==> config.mk <==
export PLATFORM = sky130hd
export DESIGN_NAME = fetch_queue
export DESIGN_NICKNAME = d
export VERILOG_FILES = /design/src/rtl/fetch_pkg.sv /design/src/rtl/fetch_fifo.sv /design/src/rtl/fetch_queue.sv
export SDC_FILE = /design/constraint.sdc
export NUM_CORES = 1
export LEC_CHECK = 0
export ABC_AREA = 1
export CAP_MARGIN = 15
export CORE_UTILIZATION = 61
export CTS_BUF_LIST = sky130_fd_sc_hd__clkbuf_4 sky130_fd_sc_hd__clkbuf_8
export DETAILED_ROUTE_END_ITERATION = 10
export GPL_ROUTABILITY_DRIVEN = 0
export HOLD_SLACK_MARGIN = 0.03
export PLACE_DENSITY_LB_ADDON = 0.12
export RECOVER_POWER = 25
export SLEW_MARGIN = 20
export SYNTH_ARGS = -nofsm -noshare
export SYNTH_HDL_FRONTEND = slang
export SYNTH_HIERARCHICAL = 1
export SYNTH_SLANG_ARGS = --single-unit
==> constraint.sdc <==
create_clock -name clk -period 5.68 [get_ports clk]
set_input_delay 1.136 -clock clk [delete_from_list [all_inputs] [get_ports clk]]
set_output_delay 1.136 -clock clk [all_outputs]
set_load 0.05 [all_outputs]
==> src/rtl/fetch_pkg.sv <==
// -----------------------------------------------------------------------------
// fetch_pkg
// Shared definitions for the instruction fetch queue:
//   - default parameter constants for fetch_queue
//   - fetch FSM state encoding
// -----------------------------------------------------------------------------
package fetch_pkg;

  localparam int DEF_ADDR_W   = 16;
  localparam int DEF_INST_W   = 16;
  localparam int DEF_DEPTH    = 4;
  localparam int DEF_RESET_PC = 0;
  localparam int DEF_PC_INC   = 2;

  // ST_REQ  : free to issue a fetch request
  // ST_WAIT : one request outstanding, its response will be queued
  // ST_DROP : one request outstanding, its response is stale and is discarded
  typedef enum logic [1:0] {
    ST_REQ  = 2'd0,
    ST_WAIT = 2'd1,
    ST_DROP = 2'd2
  } fetch_state_e;

endpackage : fetch_pkg

==> src/rtl/fetch_fifo.sv <==
// -----------------------------------------------------------------------------
// fetch_fifo
// Synchronous FIFO holding fetched instruction entries.
//   clk, rst_n  : clock, asynchronous active-low reset
//   flush       : empties the FIFO (overrides push and pop)
//   push        : write push_data at the tail (ignored when full unless popping)
//   push_data   : entry to write
//   pop         : remove the head entry (ignored when empty)
//   head_valid  : FIFO holds at least one entry
//   head_data   : head entry (don't-care when empty)
//   count       : number of stored entries, 0..DEPTH
// -----------------------------------------------------------------------------
module fetch_fifo #(
  parameter  int DEPTH = 4,
  parameter  int WIDTH = 8,
  localparam int PTR_W = $clog2(DEPTH),
  localparam int CNT_W = PTR_W + 1
) (
  input  logic             clk,
  input  logic             rst_n,
  input  logic             flush,
  input  logic             push,
  input  logic [WIDTH-1:0] push_data,
  input  logic             pop,
  output logic             head_valid,
  output logic [WIDTH-1:0] head_data,
  output logic [CNT_W-1:0] count
);

  logic [WIDTH-1:0] mem [DEPTH];
  logic [PTR_W-1:0] rd_ptr;
  logic [PTR_W-1:0] wr_ptr;
  logic             do_push;
  logic             do_pop;

  assign do_pop  = pop && (count != '0);
  // A push into a full FIFO is allowed only when the head leaves the same cycle.
  assign do_push = push && ((count != CNT_W'(DEPTH)) || do_pop);

  assign head_valid = (count != '0);
  assign head_data  = mem[rd_ptr];

  // NOTE: sequential state uses non-blocking assignments so every register
  // samples the pre-edge values, independent of statement order.
  // DEPTH is a power of two, so the pointers wrap by natural overflow.
  always_ff @(posedge clk or negedge rst_n) begin
    if (!rst_n) begin
      rd_ptr <= '0;
      wr_ptr <= '0;
      count  <= '0;
    end else if (flush) begin
      rd_ptr <= '0;
      wr_ptr <= '0;
      count  <= '0;
    end else begin
      if (do_push) wr_ptr <= wr_ptr + PTR_W'(1);
      if (do_pop)  rd_ptr <= rd_ptr + PTR_W'(1);
      case ({do_push, do_pop})
        2'b10:   count <= count + CNT_W'(1);
        2'b01:   count <= count - CNT_W'(1);
        default: count <= count;
      endcase
    end
  end

  // NOTE: the storage array is deliberately not reset; an entry is only read
  // once count says it was written, so reset logic here would be pure cost.
  always_ff @(posedge clk) begin
    if (do_push && !flush) mem[wr_ptr] <= push_data;
  end

endmodule : fetch_fifo

==> src/rtl/fetch_queue.sv <==
// -----------------------------------------------------------------------------
// fetch_queue
// Instruction fetch front end: issues one request at a time to instruction
// memory, follows the branch predictor, queues responses for decode and
// supports flush/restart on redirect.
//   clk, rst_n       : clock, asynchronous active-low reset
//   imem_req_valid   : fetch request to instruction memory
//   imem_req_ready   : memory accepts the request this cycle
//   imem_req_addr    : request address (current fetch PC)
//   imem_resp_valid  : response returned (>=1 cycle after acceptance)
//   imem_resp_data   : fetched instruction
//   pred_taken       : predictor verdict for imem_req_addr
//   pred_target      : predicted target for imem_req_addr
//   redirect         : flush and restart from redirect_pc
//   redirect_pc      : restart address
//   out_valid        : queue head valid to decode
//   out_ready        : decode consumes the head
//   out_inst/out_pc/out_pred_taken : head entry fields
// -----------------------------------------------------------------------------
module fetch_queue
  import fetch_pkg::*;
#(
  parameter int              ADDR_W   = DEF_ADDR_W,
  parameter int              INST_W   = DEF_INST_W,
  parameter int              DEPTH    = DEF_DEPTH,
  parameter logic [ADDR_W-1:0] RESET_PC = ADDR_W'(DEF_RESET_PC),
  parameter int              PC_INC   = DEF_PC_INC
) (
  input  logic              clk,
  input  logic              rst_n,
  output logic              imem_req_valid,
  input  logic              imem_req_ready,
  output logic [ADDR_W-1:0] imem_req_addr,
  input  logic              imem_resp_valid,
  input  logic [INST_W-1:0] imem_resp_data,
  input  logic              pred_taken,
  input  logic [ADDR_W-1:0] pred_target,
  input  logic              redirect,
  input  logic [ADDR_W-1:0] redirect_pc,
  output logic              out_valid,
  input  logic              out_ready,
  output logic [INST_W-1:0] out_inst,
  output logic [ADDR_W-1:0] out_pc,
  output logic              out_pred_taken
);

  localparam int CNT_W   = $clog2(DEPTH) + 1;
  localparam int ENTRY_W = INST_W + ADDR_W + 1;

  fetch_state_e      state;
  logic [ADDR_W-1:0] pc;
  logic [ADDR_W-1:0] infl_pc;
  logic              infl_taken;

  logic [CNT_W-1:0]   count;
  logic [ENTRY_W-1:0] head;
  logic               accept;
  logic               push;
  logic               pop;

  // The request is gated by rst_n so it stays low throughout reset and rises
  // in the first cycle after release.  Requests are never issued when full:
  // with at most one request outstanding, this keeps a slot free for it.
  assign imem_req_valid = rst_n && (state == ST_REQ) &&
                          (count < CNT_W'(DEPTH)) && !redirect;
  assign imem_req_addr  = pc;
  assign accept         = imem_req_valid && imem_req_ready;

  // Redirect suppresses both queue ports; the FIFO is flushed instead.
  assign push = (state == ST_WAIT) && imem_resp_valid && !redirect;
  assign pop  = out_valid && out_ready && !redirect;

  fetch_fifo #(
    .DEPTH (DEPTH),
    .WIDTH (ENTRY_W)
  ) u_fifo (
    .clk        (clk),
    .rst_n      (rst_n),
    .flush      (redirect),
    .push       (push),
    .push_data  ({imem_resp_data, infl_pc, infl_taken}),
    .pop        (pop),
    .head_valid (out_valid),
    .head_data  (head),
    .count      (count)
  );

  assign {out_inst, out_pc, out_pred_taken} = head;

  always_ff @(posedge clk or negedge rst_n) begin
    if (!rst_n) begin
      state      <= ST_REQ;
      pc         <= RESET_PC;
      infl_pc    <= '0;
      infl_taken <= 1'b0;
    end else if (redirect) begin
      pc <= redirect_pc;
      case (state)
        // A response arriving with the redirect is the stale one: it is
        // discarded now, leaving nothing outstanding.
        ST_WAIT: state <= imem_resp_valid ? ST_REQ : ST_DROP;
        ST_DROP: state <= imem_resp_valid ? ST_REQ : ST_DROP;
        default: state <= ST_REQ;
      endcase
    end else begin
      case (state)
        ST_REQ: begin
          if (accept) begin
            infl_pc    <= pc;
            infl_taken <= pred_taken;
            pc         <= pred_taken ? pred_target : pc + ADDR_W'(PC_INC);
            state      <= ST_WAIT;
          end
        end
        ST_WAIT: if (imem_resp_valid) state <= ST_REQ;
        ST_DROP: if (imem_resp_valid) state <= ST_REQ;
        default: state <= ST_REQ;
      endcase
    end
  end

endmodule : fetch_queue

==> results.py, run 1 <==
metrics = {
    "final_layout": {
        "final_cells": 915,
        "syn2layout_area_growth_pct": 19.80,
        "final_util": 0.7647,
        "final_common_cell": "edfxtp_1",
        "multiInputGateArea_sq_mm": 0.002106,
        "nFillCells": 755,
        "final_cell_area_sq_mm": 0.008881,
        "num_antenna_cells": 0,
        "regArea_sq_mm": 0.005019,
        "finalNetCount": 822,
        "drive_gt1_frac": 0.08031,
        "final_cell_mix": "edfxtp_1, nand2_1, clkdlybuf4s50_1, nor2_1, o21ai_0",
    },
    "setup_path": {
        "crit_path_max_fanout": 35,
        "worst_ep_required_time_ns": 4.54,
        "rr_worst_depth": 7,
        "startpoint_type": "register",
        "path_class": "reg2out",
        "cp-end-kind": "output pin",
        "arrival_ns": 3.63,
    },
    "timing": {
        "timing.hold.ws_ns": 0.5114,
        "finalSetupTns_ns": 0,
        "setup_slack_ns": 0.9184,
        "fin_skew_ns": 0.01181,
        "period_minus_slack_ns": 4.762,
        "timing.fmax_mhz": 210.0,
        "rsz0062_at_grt": "no",
        "tightest_slew_ns": 2.293,
        "finalCritPeriodShare": 0.8383,
        "max_slew_margin": -0.5286,
        "hold_viol_final": 0,
        "setup_violations": 0,
        "maxSlewViolCount": 43,
    },
    "global_routing": {
        "grt_max_degree": 69,
        "grt_pass1_wl_um": 24580,
        "grt_pass1_vias": 5208,
        "antenna_found_initial": 0,
        "grt_usage": 0.2514,
        "grt_overflow": 0,
    },
    "drt": {
        "vias": 5190,
        "drc": 8,
        "via_per_inst": 5.672,
        "drtIter0Drc": 454,
        "drt-pass1-iter-count": 9,
        "wl_per_cell_um": 16.27,
        "drtAntennaViolNets": 0,
        "routed_wl_um": 14890,
    },
    "cts": {
        "cts_buffer_depth": 2,
        "root_buffer": "clkbuf_8",
        "cts_setup_buffers": 0,
        "numClockSinks": 174,
        "numCtsBuffers": 17,
        "cts_hold_buf": 0,
        "clk_latency_ns": 0.44,
        "cts_tree": "yes",
        "htree_levels": 4,
        "clk_pin_slew_ns": 0.09,
        "post_cts_resized": 0,
    },
    "synthesis": {
        "ys.flop_type": "edfxtp_1",
        "netlist_instances": 668,
        "avgSynthCellArea_sq_um": 11.10,
        "ys_seq_area_frac": 0.6765,
        "synth_fp_nets": 731,
        "synth_enable_flop_cells": 132,
        "synth_cell_types": 32,
        "async_reset_ff_frac": 0.2414,
        "synth-seq-cells": 174,
        "synthesis.area_sq_mm": 0.007413,
        "yosys_warnings": 6,
    },
    "floorplan": {
        "coreArea_sq_mm": 0.01161,
        "rows": 39,
        "die_area_sq_mm": 0.01260,
        "dieHeight_um": 112.2,
        "boundaryPins": 106,
        "fp.dieW_um": 112.2,
        "start_util": 0.6383,
    },
    "status": {
        "status": "finished with violations",
        "violations": "DRC, capacitance limit, slew limit",
    },
    "min_path": {
        "whs_path_depth": 2,
        "hold_class": "reg2reg",
    },
    "pwr": {
        "powerDensity_mw_per_mm2": 384.9,
        "power_mw": 3.418,
        "p_leak_nw": 3.341,
        "irDropWorstVdd_mv": 0.3096,
    },
    "run": {
        "max-cap-violations": 1,
    },
    "placed_design": {
        "post-dp-hpwl_um": 9109,
        "preCtsSetupSlack_ns": 1.364,
        "place_inst": 883,
        "placed_area_sq_mm": 0.008482,
        "port_buffers": 105,
    },
}
==> critical path, cell delays in order (launching register included) <==
cell and delay (ns):
dfrtp_1 0.80, inv_1 0.97, o21ai_0 0.26, o22ai_1 0.28, clkdlybuf4s50_1 0.86
==> power breakdown <==
part / total [mW] / internal, mW / switching, mW
clock: 0.860 / 0.434 / 0.426
combinational: 0.861 / 0.291 / 0.570
sequential: 1.70 / 1.54 / 0.158
==> cell usage after synthesis (2+ instances only) <==
library cell / number / area share
clkbuf_1: 14 / 0.0071
xnor2_1: 2 / 0.0024
edfxtp_1: 132 / 0.53
inv_1: 30 / 0.015
o21ai_2: 3 / 0.0035
buf_2: 12 / 0.0081
xor2_1: 4 / 0.0047
o21ai_0: 80 / 0.054
nand3_1: 24 / 0.016
nor2_2: 16 / 0.014
buf_6: 4 / 0.0061
nor2_1: 92 / 0.047
dfrtp_1: 42 / 0.14
nand2_2: 4 / 0.0034
o22ai_1: 34 / 0.029
o211ai_1: 4 / 0.0041
ha_1: 7 / 0.012
buf_4: 3 / 0.0030
nand2_1: 119 / 0.060
nand4_1: 8 / 0.0068
clkinv_1: 2 / 0.0010
o21ai_1: 5 / 0.0034
a21oi_1: 17 / 0.011
inv_2: 2 / 0.0010
==> layout make-up <==
| type | instances | area share |
|---|---|---|
| Clock buffer | 17 | 0.02635 |
| Clock inverter | 15 | 0.01888 |
| Inverter | 34 | 0.01437 |
| Multi-Input combinational cell | 426 | 0.2371 |
| Sequential cell | 174 | 0.5651 |
| Tap cell | 143 | 0.02015 |
| Timing Repair Buffer | 106 | 0.1181 |
==> sequential cells by signal (all words and copies together) (netlist names) <==
name           count
imem_req_addr     16
infl_taken         1
infl_pc           16
state              2
u_fifo/wr_ptr      2
u_fifo/mem       132
u_fifo/rd_ptr      2
u_fifo/count       3
==> final timing paths <==
path | startpoint | to | slack, ns
worst max-delay path | u_fifo/rd_ptr[1] | out_pc[9] | 0.92
worst min-delay path | state[1] | state[1] | 0.51
worst max register to register | u_fifo/count[2] | u_fifo/mem[3][32] | 2.82
worst min register to register | state[1] | state[1] | 0.51
max in group asynchronous | rst_n | u_fifo/rd_ptr[0] | 2.43
min in group asynchronous | rst_n | imem_req_addr[6] | 1.63
==> cells by family after synthesis <==
group	Yosys count	synth area share
xor gates and xnor gates	6	0.007089
adders and majority gates	8	0.01451
AOI/OAI and AO/OA	144	0.1062
buffers and inverters	68	0.04219
DFF	174	0.6765
and+or+nand+nor	268	0.1536
==> routing by layer <==
layer  track usage  vias up  part of all wire
met5             0        -                 0
met4       0.09511        0             0.013
met3       0.04644       20             0.053
met2        0.4207      184              0.50
met1        0.3316     2474              0.43
li1              -     2512                 -
No activity file was read; power rests on OpenSTA's default activity.
==> run 2: changes to the inputs <==
--- a/config.mk
+++ b/config.mk
@@ -7,7 +7,7 @@
 export LEC_CHECK = 0
 export ABC_AREA = 1
 export CAP_MARGIN = 15
-export CORE_UTILIZATION = 61
+export CORE_UTILIZATION = 51
 export CTS_BUF_LIST = sky130_fd_sc_hd__clkbuf_4 sky130_fd_sc_hd__clkbuf_8
 export DETAILED_ROUTE_END_ITERATION = 10
 export GPL_ROUTABILITY_DRIVEN = 0
==> constraint.sdc (replaced) <==
create_clock -name clk -period 4.05 [get_ports clk]
set_input_delay 0.81 -clock clk [delete_from_list [all_inputs] [get_ports clk]]
set_output_delay 0.81 -clock clk [all_outputs]
set_load 0.05 [all_outputs]
==> results.py, run 2 (synthesized netlist as in run 1, its figures left out) <==
metrics = {
    "status": {
        "status": "finished with violations",
        "violations": "capacitance limit, slew limit",
    },
    "final_layout": {
        "max_flop_register": "u_fifo/mem",
        "final_common_cell": "edfxtp_1",
        "num_antenna_cells": 0,
        "largest_reg_flops": 132,
        "finalNetCount": 833,
        "final_cells": 963,
        "final_cell_mix": "edfxtp_1, nand2_1, nor2_1, clkdlybuf4s50_1, o21ai_0",
        "drive_gt1_frac": 0.1098,
        "regArea_sq_mm": 0.005016,
        "nFillCells": 1092,
        "final_util": 0.6389,
        "multiInputGateArea_sq_mm": 0.002106,
        "syn2layout_area_growth_pct": 21.01,
    },
    "cts": {
        "numClockSinks": 174,
        "cts_tree": "yes",
        "root_buffer": "clkbuf_8",
        "clk_latency_ns": 0.45,
        "post_cts_resized": 0,
        "numCtsBuffers": 17,
        "cts_setup_buffers": 0,
        "htree_levels": 4,
        "cts_hold_buf": 0,
        "clk_pin_slew_ns": 0.08,
        "cts_buffer_depth": 2,
    },
    "drt": {
        "drc": 0,
        "routed_wl_um": 15080,
        "vias": 5147,
        "drtIter0Drc": 366,
        "drtAntennaViolNets": 0,
        "drt-pass1-iter-count": 4,
        "via_per_inst": 5.345,
        "wl_per_cell_um": 15.66,
    },
    "pwr": {
        "p_int_mw": 3.172,
        "irDropWorstVdd_mv": 0.2493,
        "p_comb_frac": 0.258,
        "clkPwrFrac": 0.251,
        "switching_share": 0.3376,
        "powerDensity_mw_per_mm2": 533.8,
        "p_leak_nw": 3.404,
        "p_switching_mw": 1.617,
        "seqPwrFrac": 0.490,
        "power_mw": 4.789,
    },
    "floorplan": {
        "coreArea_sq_mm": 0.01404,
        "start_util": 0.5279,
        "fp.dieW_um": 122.6,
        "dieHeight_um": 122.6,
        "die_area_sq_mm": 0.01502,
        "boundaryPins": 106,
        "rows": 43,
    },
    "setup_path": {
        "rr_worst_depth": 8,
        "crit_cells": 4,
        "cp-end-kind": "output pin",
        "crit_path_max_fanout": 18,
        "path_class": "reg2out",
        "cp_top_family": "buffers and inverters",
        "crit_path_top_delay_cell": "clkdlybuf4s50_1",
        "worst_ep_required_time_ns": 3.24,
        "critical_path_buf_inv_count": 2,
        "arrival_ns": 2.64,
        "startpoint_type": "register",
        "path_cells": "buf_4 > o21ai_0 > o22ai_1 > clkdlybuf4s50_1",
        "max_stage_delay_ns": 0.84,
    },
    "timing": {
        "fin_skew_ns": 0.01004,
        "rsz0062_at_grt": "no",
        "max_slew_margin": -0.5692,
        "period_minus_slack_ns": 3.453,
        "setup_slack_ns": 0.5975,
        "finalSetupTns_ns": 0,
        "tightest_slew_ns": 2.354,
        "hold_viol_final": 0,
        "timing.fmax_mhz": 289.6,
        "setup_violations": 0,
        "maxSlewViolCount": 43,
        "finalCritPeriodShare": 0.8525,
    },
    "min_path": {
        "whs_path_depth": 2,
        "hold_class": "reg2reg",
    },
    "placed_design": {
        "place_inst": 931,
        "port_buffers": 105,
        "preCtsSetupSlack_ns": 0.7686,
        "post-dp-hpwl_um": 9561,
    },
    "global_routing": {
        "grt_pass1_wl_um": 23950,
        "grt_overflow": 0,
        "antenna_found_initial": 0,
        "grt_pass1_vias": 4992,
        "grt_max_degree": 68,
        "grt_usage": 0.2133,
    },
    "run": {
        "max-cap-violations": 1,
    },
}
run 2: cell count changes in the layout (fill, tap and decap cells not counted):
cell / delta
buf_4: +26
clkdlybuf4s50_1: -15
clkinv_1: +2
clkinv_2: -3
clkinv_4: +1
dfrtp_2: +1
dfrtp_4: -1
run 2: worst reg2reg max path: stages (launching register included):
cell and delay (ns):
dfrtp_1 0.51, inv_1 0.11, nand2_2 0.12, nand2_1 0.07, nor2_1 0.24, o21ai_2 0.12, or2_1 0.39, nor2_4 0.14
buf_4 0.45
run 2: cell type report:
type                    count  share of cell area
inverters                  34             0.01423
clock buffers              17             0.02608
repair buffers            117              0.1219
multi-input cells         426              0.2347
clock inverters            15             0.01883
flip-flops and latches    174              0.5591
well taps                 180             0.02510
run 2: stage by stage:
step                      hold WS, ns  cell area, sq um
after floorplan                0.4530              7413
after global routing           0.5393              8971
after global placement         0.4757              8573
after CTS                      0.4978              8976
final                          0.4965              8971
after detailed placement       0.4761              8573
run 2: power by group through the flow:
stage / logic [mW] / registers, mW / clock network, mW
3_5_place_dp: 1.24 / 2.38 / 0
3_3_place_gp: 1.22 / 2.37 / 0
4_1_cts: 1.25 / 2.35 / 1.23
2_1_floorplan: 0.772 / 2.42 / 0
5_1_grt: 1.34 / 2.38 / 1.30
6_report: 1.24 / 2.35 / 1.20
run 2: per-layer routing:
| layer | routed length (um) | global-route usage | vias up |
|---|---|---|---|
| met3 | 755 | 0.04833 | 20 |
| met1 | 6758 | 0.2725 | 2442 |
| met2 | 7248 | 0.3483 | 156 |
| li1 | - | - | 2529 |
| met5 | 0 | 0 | - |
| met4 | 314 | 0.09451 | 0 |
run 2: final timing paths:
check	startpoint	end	slack [ns]
worst min register to register	state[1]	state[1]	0.50
worst min-delay path	state[1]	state[1]	0.50
worst max-delay path	u_fifo/rd_ptr[1]	out_inst[13]	0.60
min in group asynchronous	rst_n	imem_req_addr[9]	1.29
max in group asynchronous	rst_n	u_fifo/rd_ptr[0]	1.23
worst max register to register	u_fifo/count[2]	u_fifo/mem[0][19]	1.52
